`src/rtl/estop_ctrl_if.sv`:
```
// Signal bundle between the E-stop supervisor and its surroundings: raw button/request
// inputs toward the supervisor, chain status and SSR enable back out.
interface estop_ctrl_if;
    logic estop_btn1_no;
    logic estop_btn2_no;
    logic diag_activation;
    logic teensy_activation;
    logic estop_open;
    logic ssr_enable;
    logic estop_fault;

    modport master (
        output estop_btn1_no, estop_btn2_no, diag_activation, teensy_activation,
        input  estop_open, ssr_enable, estop_fault
    );

    modport slave (
        input  estop_btn1_no, estop_btn2_no, diag_activation, teensy_activation,
        output estop_open, ssr_enable, estop_fault
    );
endinterface

```
`src/rtl/estop_ctrl.sv`:
```
// E-stop supervisor: synchronises/debounces two buttons, latches trips, re-arms on a Teensy edge,
// and runs a timed diagnostic SSR-open window. Define ESTOP_DUAL_CHANNEL_CHECK_EN for the discrepancy fault.
module estop_ctrl #(
    parameter int unsigned DEBOUNCE_CYCLES    = 10000,
    parameter int unsigned DIAG_CYCLES        = 1000,
    parameter int unsigned DISCREPANCY_CYCLES = 50000
) (
    input  logic        clk_1m,
    input  logic        rst_n,
    estop_ctrl_if.slave bus
);
    localparam int unsigned DB_W   = (DEBOUNCE_CYCLES > 1) ? $clog2(DEBOUNCE_CYCLES) : 1;
    localparam int unsigned DIAG_W = (DIAG_CYCLES > 1) ? $clog2(DIAG_CYCLES) : 1;
    localparam logic [DB_W-1:0]   DB_LAST   = DB_W'(DEBOUNCE_CYCLES - 1);
    localparam logic [DIAG_W-1:0] DIAG_LAST = DIAG_W'(DIAG_CYCLES - 1);

    if (DEBOUNCE_CYCLES < 2 || DIAG_CYCLES < 2 || DISCREPANCY_CYCLES < 2) begin : g_bad_params
        $error("estop_ctrl: all cycle parameters must be at least 2");
    end

    typedef enum logic [1:0] {SAFE, ARMED, DIAG, TRIPPED} state_t;

    logic [3:0]        raw_in;
    logic [3:0]        sync1_reg;
    logic [3:0]        sync2_reg;
    logic [1:0]        act_prev_reg;
    logic              diag_edge;
    logic              teensy_edge;
    logic              pressed;
    logic              fault;
    state_t            state_reg;
    logic [DIAG_W-1:0] diag_cnt_reg;
    logic              ssr_enable_reg;
    logic              estop_open_reg;

    // Bit order: [0] btn1, [1] btn2, [2] diag, [3] teensy
    assign raw_in = {bus.teensy_activation, bus.diag_activation, bus.estop_btn2_no, bus.estop_btn1_no};

    always_ff @(posedge clk_1m or negedge rst_n) begin
        if (!rst_n) begin
            sync1_reg    <= '0;
            sync2_reg    <= '0;
            act_prev_reg <= '0;
        end else begin
            sync1_reg    <= raw_in;
            sync2_reg    <= sync1_reg;
            act_prev_reg <= sync2_reg[3:2];
        end
    end

    assign diag_edge   = sync2_reg[2] & ~act_prev_reg[0];
    assign teensy_edge = sync2_reg[3] & ~act_prev_reg[1];

    // The debounced value only follows after DEBOUNCE_CYCLES consecutive differing samples
    for (genvar gi = 0; gi < 2; gi++) begin : g_db
        logic            db_reg;
        logic [DB_W-1:0] cnt_reg;

        always_ff @(posedge clk_1m or negedge rst_n) begin
            if (!rst_n) begin
                db_reg  <= 1'b0;
                cnt_reg <= '0;
            end else if (sync2_reg[gi] != db_reg) begin
                if (cnt_reg == DB_LAST) begin
                    db_reg  <= sync2_reg[gi];
                    cnt_reg <= '0;
                end else begin
                    cnt_reg <= cnt_reg + 1'b1;
                end
            end else begin
                cnt_reg <= '0;
            end
        end
    end

    assign pressed = g_db[0].db_reg | g_db[1].db_reg;

`ifdef ESTOP_DUAL_CHANNEL_CHECK_EN
    localparam int unsigned DISC_W = (DISCREPANCY_CYCLES > 1) ? $clog2(DISCREPANCY_CYCLES) : 1;
    localparam logic [DISC_W-1:0] DISC_LAST = DISC_W'(DISCREPANCY_CYCLES - 1);

    logic [DISC_W-1:0] disc_cnt_reg;
    logic              fault_reg;

    // Fault is sticky until reset; the counter holds at its last value once tripped
    always_ff @(posedge clk_1m or negedge rst_n) begin
        if (!rst_n) begin
            disc_cnt_reg <= '0;
            fault_reg    <= 1'b0;
        end else if (g_db[0].db_reg != g_db[1].db_reg) begin
            if (disc_cnt_reg == DISC_LAST) begin
                fault_reg <= 1'b1;
            end else begin
                disc_cnt_reg <= disc_cnt_reg + 1'b1;
            end
        end else begin
            disc_cnt_reg <= '0;
        end
    end

    assign fault = fault_reg;
`else
    assign fault = 1'b0;
`endif

    // Outputs are registered alongside the state so they change on the same edge
    always_ff @(posedge clk_1m or negedge rst_n) begin
        if (!rst_n) begin
            state_reg      <= SAFE;
            diag_cnt_reg   <= '0;
            ssr_enable_reg <= 1'b0;
            estop_open_reg <= 1'b0;
        end else begin
            case (state_reg)
                SAFE: begin
                    if (pressed) begin
                        state_reg      <= TRIPPED;
                        estop_open_reg <= 1'b1;
                    end else if (teensy_edge && !fault) begin
                        state_reg      <= ARMED;
                        ssr_enable_reg <= 1'b1;
                    end
                end
                ARMED: begin
                    if (pressed) begin
                        state_reg      <= TRIPPED;
                        ssr_enable_reg <= 1'b0;
                        estop_open_reg <= 1'b1;
                    end else if (fault) begin
                        state_reg      <= SAFE;
                        ssr_enable_reg <= 1'b0;
                    end else if (diag_edge) begin
                        state_reg      <= DIAG;
                        diag_cnt_reg   <= DIAG_LAST;
                        ssr_enable_reg <= 1'b0;
                    end
                end
                DIAG: begin
                    if (pressed) begin
                        state_reg      <= TRIPPED;
                        estop_open_reg <= 1'b1;
                    end else if (fault) begin
                        state_reg <= SAFE;
                    end else if (diag_cnt_reg == '0) begin
                        state_reg      <= ARMED;
                        ssr_enable_reg <= 1'b1;
                    end else begin
                        diag_cnt_reg <= diag_cnt_reg - 1'b1;
                    end
                end
                TRIPPED: begin
                    if (!pressed) begin
                        state_reg      <= SAFE;
                        estop_open_reg <= 1'b0;
                    end
                end
                default: begin
                    state_reg      <= SAFE;
                    ssr_enable_reg <= 1'b0;
                    estop_open_reg <= 1'b0;
                end
            endcase
        end
    end

    assign bus.ssr_enable  = ssr_enable_reg;
    assign bus.estop_open  = estop_open_reg;
    assign bus.estop_fault = fault;
endmodule

```
`src/flat_wrapper.sv`:
```
// flat-port wrapper written by rule: the top's interface ports become plain ports
module estop_ctrl_flat 
#(
    parameter int unsigned DEBOUNCE_CYCLES    = 10000,
    parameter int unsigned DIAG_CYCLES        = 1000,
    parameter int unsigned DISCREPANCY_CYCLES = 50000
)
  (clk_1m, rst_n, bus_estop_btn1_no, bus_estop_btn2_no, bus_diag_activation, bus_teensy_activation, bus_estop_open, bus_ssr_enable, bus_estop_fault);
  estop_ctrl_if bus_i ();
  input  logic clk_1m;
  input  logic rst_n;
  input wire logic [$bits(bus_i.estop_btn1_no)-1:0] bus_estop_btn1_no;
  input wire logic [$bits(bus_i.estop_btn2_no)-1:0] bus_estop_btn2_no;
  input wire logic [$bits(bus_i.diag_activation)-1:0] bus_diag_activation;
  input wire logic [$bits(bus_i.teensy_activation)-1:0] bus_teensy_activation;
  output wire logic [$bits(bus_i.estop_open)-1:0] bus_estop_open;
  output wire logic [$bits(bus_i.ssr_enable)-1:0] bus_ssr_enable;
  output wire logic [$bits(bus_i.estop_fault)-1:0] bus_estop_fault;
  assign bus_i.estop_btn1_no = bus_estop_btn1_no;
  assign bus_i.estop_btn2_no = bus_estop_btn2_no;
  assign bus_i.diag_activation = bus_diag_activation;
  assign bus_i.teensy_activation = bus_teensy_activation;
  assign bus_estop_open = bus_i.estop_open;
  assign bus_ssr_enable = bus_i.ssr_enable;
  assign bus_estop_fault = bus_i.estop_fault;
  estop_ctrl #(.DEBOUNCE_CYCLES(DEBOUNCE_CYCLES), .DIAG_CYCLES(DIAG_CYCLES), .DISCREPANCY_CYCLES(DISCREPANCY_CYCLES)) u_core (.clk_1m(clk_1m), .rst_n(rst_n), .bus(bus_i));
endmodule
```
`config.mk`:
```
export PLATFORM = sky130hd
export DESIGN_NAME = estop_ctrl_flat
export DESIGN_NICKNAME = d
export VERILOG_FILES = /design/src/rtl/estop_ctrl_if.sv /design/src/rtl/estop_ctrl.sv /design/src/flat_wrapper.sv
export SDC_FILE = /design/constraint.sdc
export NUM_CORES = 1
export LEC_CHECK = 0
export ABC_CLOCK_PERIOD_IN_PS = 2130
export BUFFER_PORTS_ARGS = -buffer_cell sky130_fd_sc_hd__buf_2
export CORE_ASPECT_RATIO = 1.75
export CORE_MARGIN = 2
export CORE_UTILIZATION = 30
export DETAILED_ROUTE_END_ITERATION = 16
export MAX_ROUTING_LAYER = met4
export PLACE_DENSITY = 0.55
export SYNTH_ARGS = -nofsm -noshare
export SYNTH_HDL_FRONTEND = slang
export SYNTH_SLANG_ARGS = --single-unit
```
`constraint.sdc`:
```
create_clock -name clk_1m -period 2.13 [get_ports clk_1m]
set_input_delay 0.1065 -clock clk_1m [delete_from_list [all_inputs] [get_ports clk_1m]]
set_output_delay 0.1065 -clock clk_1m [all_outputs]
set_load 0.005 [all_outputs]
```
=== Yosys cells after proc, flatten, opt, wreduce, memory -nomap -nowiden ===
Index checks and enable logic that the tools add are counted.

* Bits in registers: 54
* Input port bits: 6
* Output and inout port bits: 3
* Logic and storage cells: 76

* Add/subtract/negate cells: 3
* Equal/unequal tests: 19
* Muxes and demuxes: 27
* Bitwise operators: 5
* Reductions and logical operators: 11

{| class="wikitable"
|+ Operators by type and width
! cell !! number
|-
| $mux W14 || 4
|-
| $mux W10 || 4
|-
| $add A14 B1 Y14 const B || 2
|-
| $eq A14 B14 Y1 const B || 2
|-
| $pmux W10 S2 || 1
|-
| $mux W2 || 7
|-
| $logic_not A10 Y1 || 1
|-
| $ne A2 B2 Y1 const B || 5
|-
| $sub A10 B1 Y10 const B || 1
|-
| $ne A3 B1 Y1 const B || 3
|-
| $mux W1 || 8
|-
| $ne A2 B1 Y1 const B || 4
|-
| $pmux W2 S4 || 1
|-
| $reduce_and A2 Y1 || 3
|-
| $reduce_and A6 Y1 || 1
|-
| $reduce_and A5 Y1 || 1
|-
| $eq A2 B2 Y1 const B || 2
|-
| $reduce_and A4 Y1 || 1
|-
| $pmux W1 S3 || 1
|-
| $reduce_bool A3 Y1 || 1
|-
| $reduce_or A3 Y1 || 1
|-
| $and A1 B1 Y1 || 2
|-
| $eq A2 B1 Y1 const B || 1
|-
| $logic_not A2 Y1 || 1
|-
| other kinds (5) || 7
|}

=== Depth between registers and ports, before layout ===
* Word-level depth: 5
* Depth in mapped cells: 7

=== Worst setup path after synthesis ===
No wires, ideal clock.

* Path kind: register to register
* Start: reg u_core.diag_cnt_reg[0]
* End: reg u_core.diag_cnt_reg[4]
* Setup time: 0.126 ns
* Arrival: 1.754 ns
* Slack: 0.250 ns
* Cell stages (with the launch flop): 8
* Buffers on the path: 1
* Cell sequence: dfrtp_1 > inv_1 > ha_1 > nor4b_2 > and3_1 > clkbuf_1 > nor2_1 > a221o_1

* Cells in the longest elaborated chain, start to end: 4
* Elaborated cells on any way between the ends: 7
* Classes of those cells: add/sub (1); eq/ne (1); mux (3); reduce/logical (2)

{| class="wikitable"
|+ RTL lines
! what !! line !! RTL
|-
| start, declared || estop_ctrl.sv:32 || <nowiki>logic [DIAG_W-1:0] diag_cnt_reg;</nowiki>
|-
| start signal, assigned || estop_ctrl.sv:148 || <nowiki>diag_cnt_reg <= diag_cnt_reg - 1'b1;</nowiki>
|-
| $sub A10 B1 Y10 || estop_ctrl.sv:148 ||
|-
| $mux W10 || estop_ctrl.sv:144 || <nowiki>end else if (diag_cnt_reg == '0) begin</nowiki>
|-
| $mux W10 || estop_ctrl.sv:139 || <nowiki>if (pressed) begin</nowiki>
|-
| $pmux W10 S2 || estop_ctrl.sv:114 || <nowiki>case (state_reg)</nowiki>
|}

Several ways; a longest one is shown, not always the timed one. The select of a mux whose other input is x is not followed.
A chain may end at the register's enable or synchronous reset.

=== Worst setup path in the final report ===
* Start: reg u_core.diag_cnt_reg[0]
* End: reg u_core.diag_cnt_reg[7]

Same word-level chain as after synthesis.

==> metrics.csv <==
metric,value,unit
hold_end,u_core.sync2_reg[1],
synth.top_cell.area_share,54.63,%
area_growth,15.78,%
grt_usage,11.39,%
p_switching,0.6876,mW
grt_antenna_before_repair,0,
cap_viol_max_count,0,
yosysSeqAreaShare,54.63,%
portBuffers,7,
seq_power_share,49.2,%
worst-slew-pin-transition,607.9,ps
diodes,0,
synth_xor_area_share,9.206,%
numClockSinks,54,
drive_gt1_share,10.59,%
fin_ws,201.7,ps
largest_register_ffs,28,
drc_errors,0,
min_period,1928,ps
fmax,0.5186,GHz
start_util,31.07,%
cp_data_arrival_time,2110,ps
antenna_left,0,
path_clk_slew,70,ps
muxShareOfSynthArea,1.872,%
grt_pass1_vias,1681,
viasPerCell,4.974,
cts_root_buffer,clkbuf_16,
cts_tree,built,
reg2reg_depth,6,
end_kind,flip-flop,
synth_most_common_cell,dfrtp_1,
synth-simple-area-share,23.37,%
min_period_over_period,90.53,%
path_class,reg2reg,
switching_share,26.84,%
ys_seq_elements,54,
cts_buffers,5,
dieWidth,72.64,microns
core,7963,sq um
htreeDepth,2,
cp.required,2310,ps
clock_path_buffers,2,
start_kind,flip-flop,
cp_slowest_cell,dfrtp_1,
gr-total-overflow,0,
rsz0062_at_grt,false,
leakagePower,1.199,nW
worstReg2RegStart,u_core.diag_cnt_reg[0],
ir_drop,763.4,uV
detail_route.wirelength,4411,microns
synth_warnings,0,
place_worst_setup_slack,153.6,ps
r2r_slack,200,ps
power.density,894.5,nW/um^2
finalPower,2.562,mW
nFillCells,815,
syn_area,2474,sq um
hold_path.class,reg2reg,
hpwl,3212,microns
p_clk_share,35.3,%
clock_latency,290,ps
final_nets,263,
io_pins,9,
ys.flop_type,dfrtp_1,
synth_compound_area_share,6.727,%
relSlewSlack,59.48,%
hp-start,u_core.sync1_reg[1],
drtIter0Drc,28,
synth_fa_ha_area_share,1.922,%
yosysUniqueCellTypes,47,
synth_commonest_cells,"54 x dfrtp_1, 35 x nor2_1, 17 x xnor2_1, 15 x nand2_1, 11 x nor3_1",
cpPeakStageDelay,410,ps
synth_nets,243,
syn_avg_cell_area,10.57,sq um
die_height,124.1,microns
path_cells,inv_1 -> ha_1 -> nor4b_2 -> and3_1 -> o21ai_1 -> o211a_1,
synthArstFlopShare,100.0,%
first_pass_iters,4,
yosysTopAreaCell,dfrtp_1,
die_area,9016,sq um
synth_top_family_by_area,simple AND/OR/NAND/NOR gates,
status,"finished, final reports clean",
synthTopCellsByArea,"dfrtp_1 55%, xnor2_1 6.0%, nor2_1 5.3%, xor2_1 3.2%, nand4_1 2.5%",
reg2reg_to,u_core.diag_cnt_reg[7],
fin_setup_tns,0,ps
grt_pass1_wl,7721,microns
whs_path_depth,0,
p_int,1.874,mW
critPathMaxFanout,6,
vias,1716,
finalSetupViolCount,0,
grt_max_degree,29,
dpl_cell_area,2649,sq um
hold_viol,0,
finalMaxSlewViolations,0,
finalClockSkew,6.263,ps
gp_congestion,0.7145,
netlist_instances,234,
p_comb_share,15.5,%
final_area,2864,sq um
wl_per_cell,12.79,microns
synth_edf_count,0,
row_count,43,
==> layout make-up <==
class | instances | area [sq um] | area share (%)
Clock buffer | 5 | 125.1 | 4.369
Clock inverter | 3 | 40.04 | 1.398
Inverter | 6 | 22.52 | 0.7864
Multi-Input combinational cell | 169 | 1070 | 37.35
Sequential cell | 54 | 1351 | 47.18
Tap cell | 90 | 112.6 | 3.932
Timing Repair Buffer | 18 | 142.6 | 4.980
==> logic make-up after synthesis <==
family | Yosys count
DFF | 54
buffers and inverters | 11
other | 1
adders and majority gates | 4
AOI/OAI and AO/OA | 23
and+or+nand+nor | 111
muxes | 4
xor gates and xnor gates | 26
==> through the flow <==
stage	hold WS, ps	utilization, %	std cells
CTS	352.6	35.97	345
global placement	155.2	33.27	332
finish	349.7	35.97	345
global route	356.9	35.97	345
detailed placement	158.0	33.27	332
floorplan	-189.1	-	234
==> worst max-delay path, delay by kind of cell, from the launching register on <==
kind                     cells  cell delay (ps)
adder cells (fa/ha/maj)      1              210
AO/OA/AOI/OAI                2              480
flip-flops                   1              410
buffers and inverters        1               70
AND/OR/NAND/NOR              2              640
==> routing by layer <==
metal / part of all wire (%) / vias to the layer above / GRT usage (%)
met1: 42 / 834 / 12.17
met5: 0 / - / -
li1: - / 857 / -
met3: 2.2 / 9 / 2.427
met4: 2.6 / 0 / 5.671
met2: 53 / 16 / 19.66
==> power by group through the flow <==
stage               Sequential, mW  Clock, mW  Combinational, mW
finish                        1.26      0.904              0.398
floorplan                     1.25          0              0.274
CTS                           1.26      0.936              0.404
global route                  1.29      0.960              0.455
global placement              1.28          0              0.391
detailed placement            1.28          0              0.396
==> worst max-delay path by stage <==
| stage | slack, ps | start | to | cells past startpoint |
|---|---|---|---|---|
| floorplan | 250 | u_core.diag_cnt_reg[0] | u_core.diag_cnt_reg[4] | 7 |
| global placement | 180 | u_core.diag_cnt_reg[0] | u_core.diag_cnt_reg[7] | 6 |
| detailed placement | 150 | u_core.diag_cnt_reg[0] | u_core.diag_cnt_reg[4] | 7 |
| CTS | 130 | u_core.diag_cnt_reg[0] | u_core.diag_cnt_reg[4] | 7 |
| global route | 40 | u_core.diag_cnt_reg[0] | u_core.diag_cnt_reg[7] | 6 |
| finish | 200 | u_core.diag_cnt_reg[0] | u_core.diag_cnt_reg[7] | 6 |
==> timing repair <==
| item | CTS | global route |
|---|---|---|
| setup buffers | 0 | 0 |
| hold buffers | 5 | 0 |
| endpoints found under the hold margin | 30 | 0 |
| resized for setup | 0 | 1 |
| setup endpoints to repair | 0 | 3 |
==> layout by cell type, fill, tap and decap left out, types with 2 or more instances in the layout <==
cell	n
xnor2_1	17
o211a_1	3
a21oi_1	4
nor3_1	11
nor4bb_1	2
nand2_1	15
nand2b_1	2
nor2b_1	3
or3_1	4
dfrtp_1	54
nand3_1	9
a2bb2oi_1	2
nor4_1	6
o211ai_1	2
xor2_1	9
buf_4	5
o21ai_0	2
ha_1	3
clkbuf_16	5
dlygate4sd3_1	5
nor2_1	35
buf_2	7
nand4_1	10
inv_1	6
clkinv_2	2
mux2i_1	2
and4_1	2
and3_1	4
No activity file was read; power rests on OpenSTA's default activity.
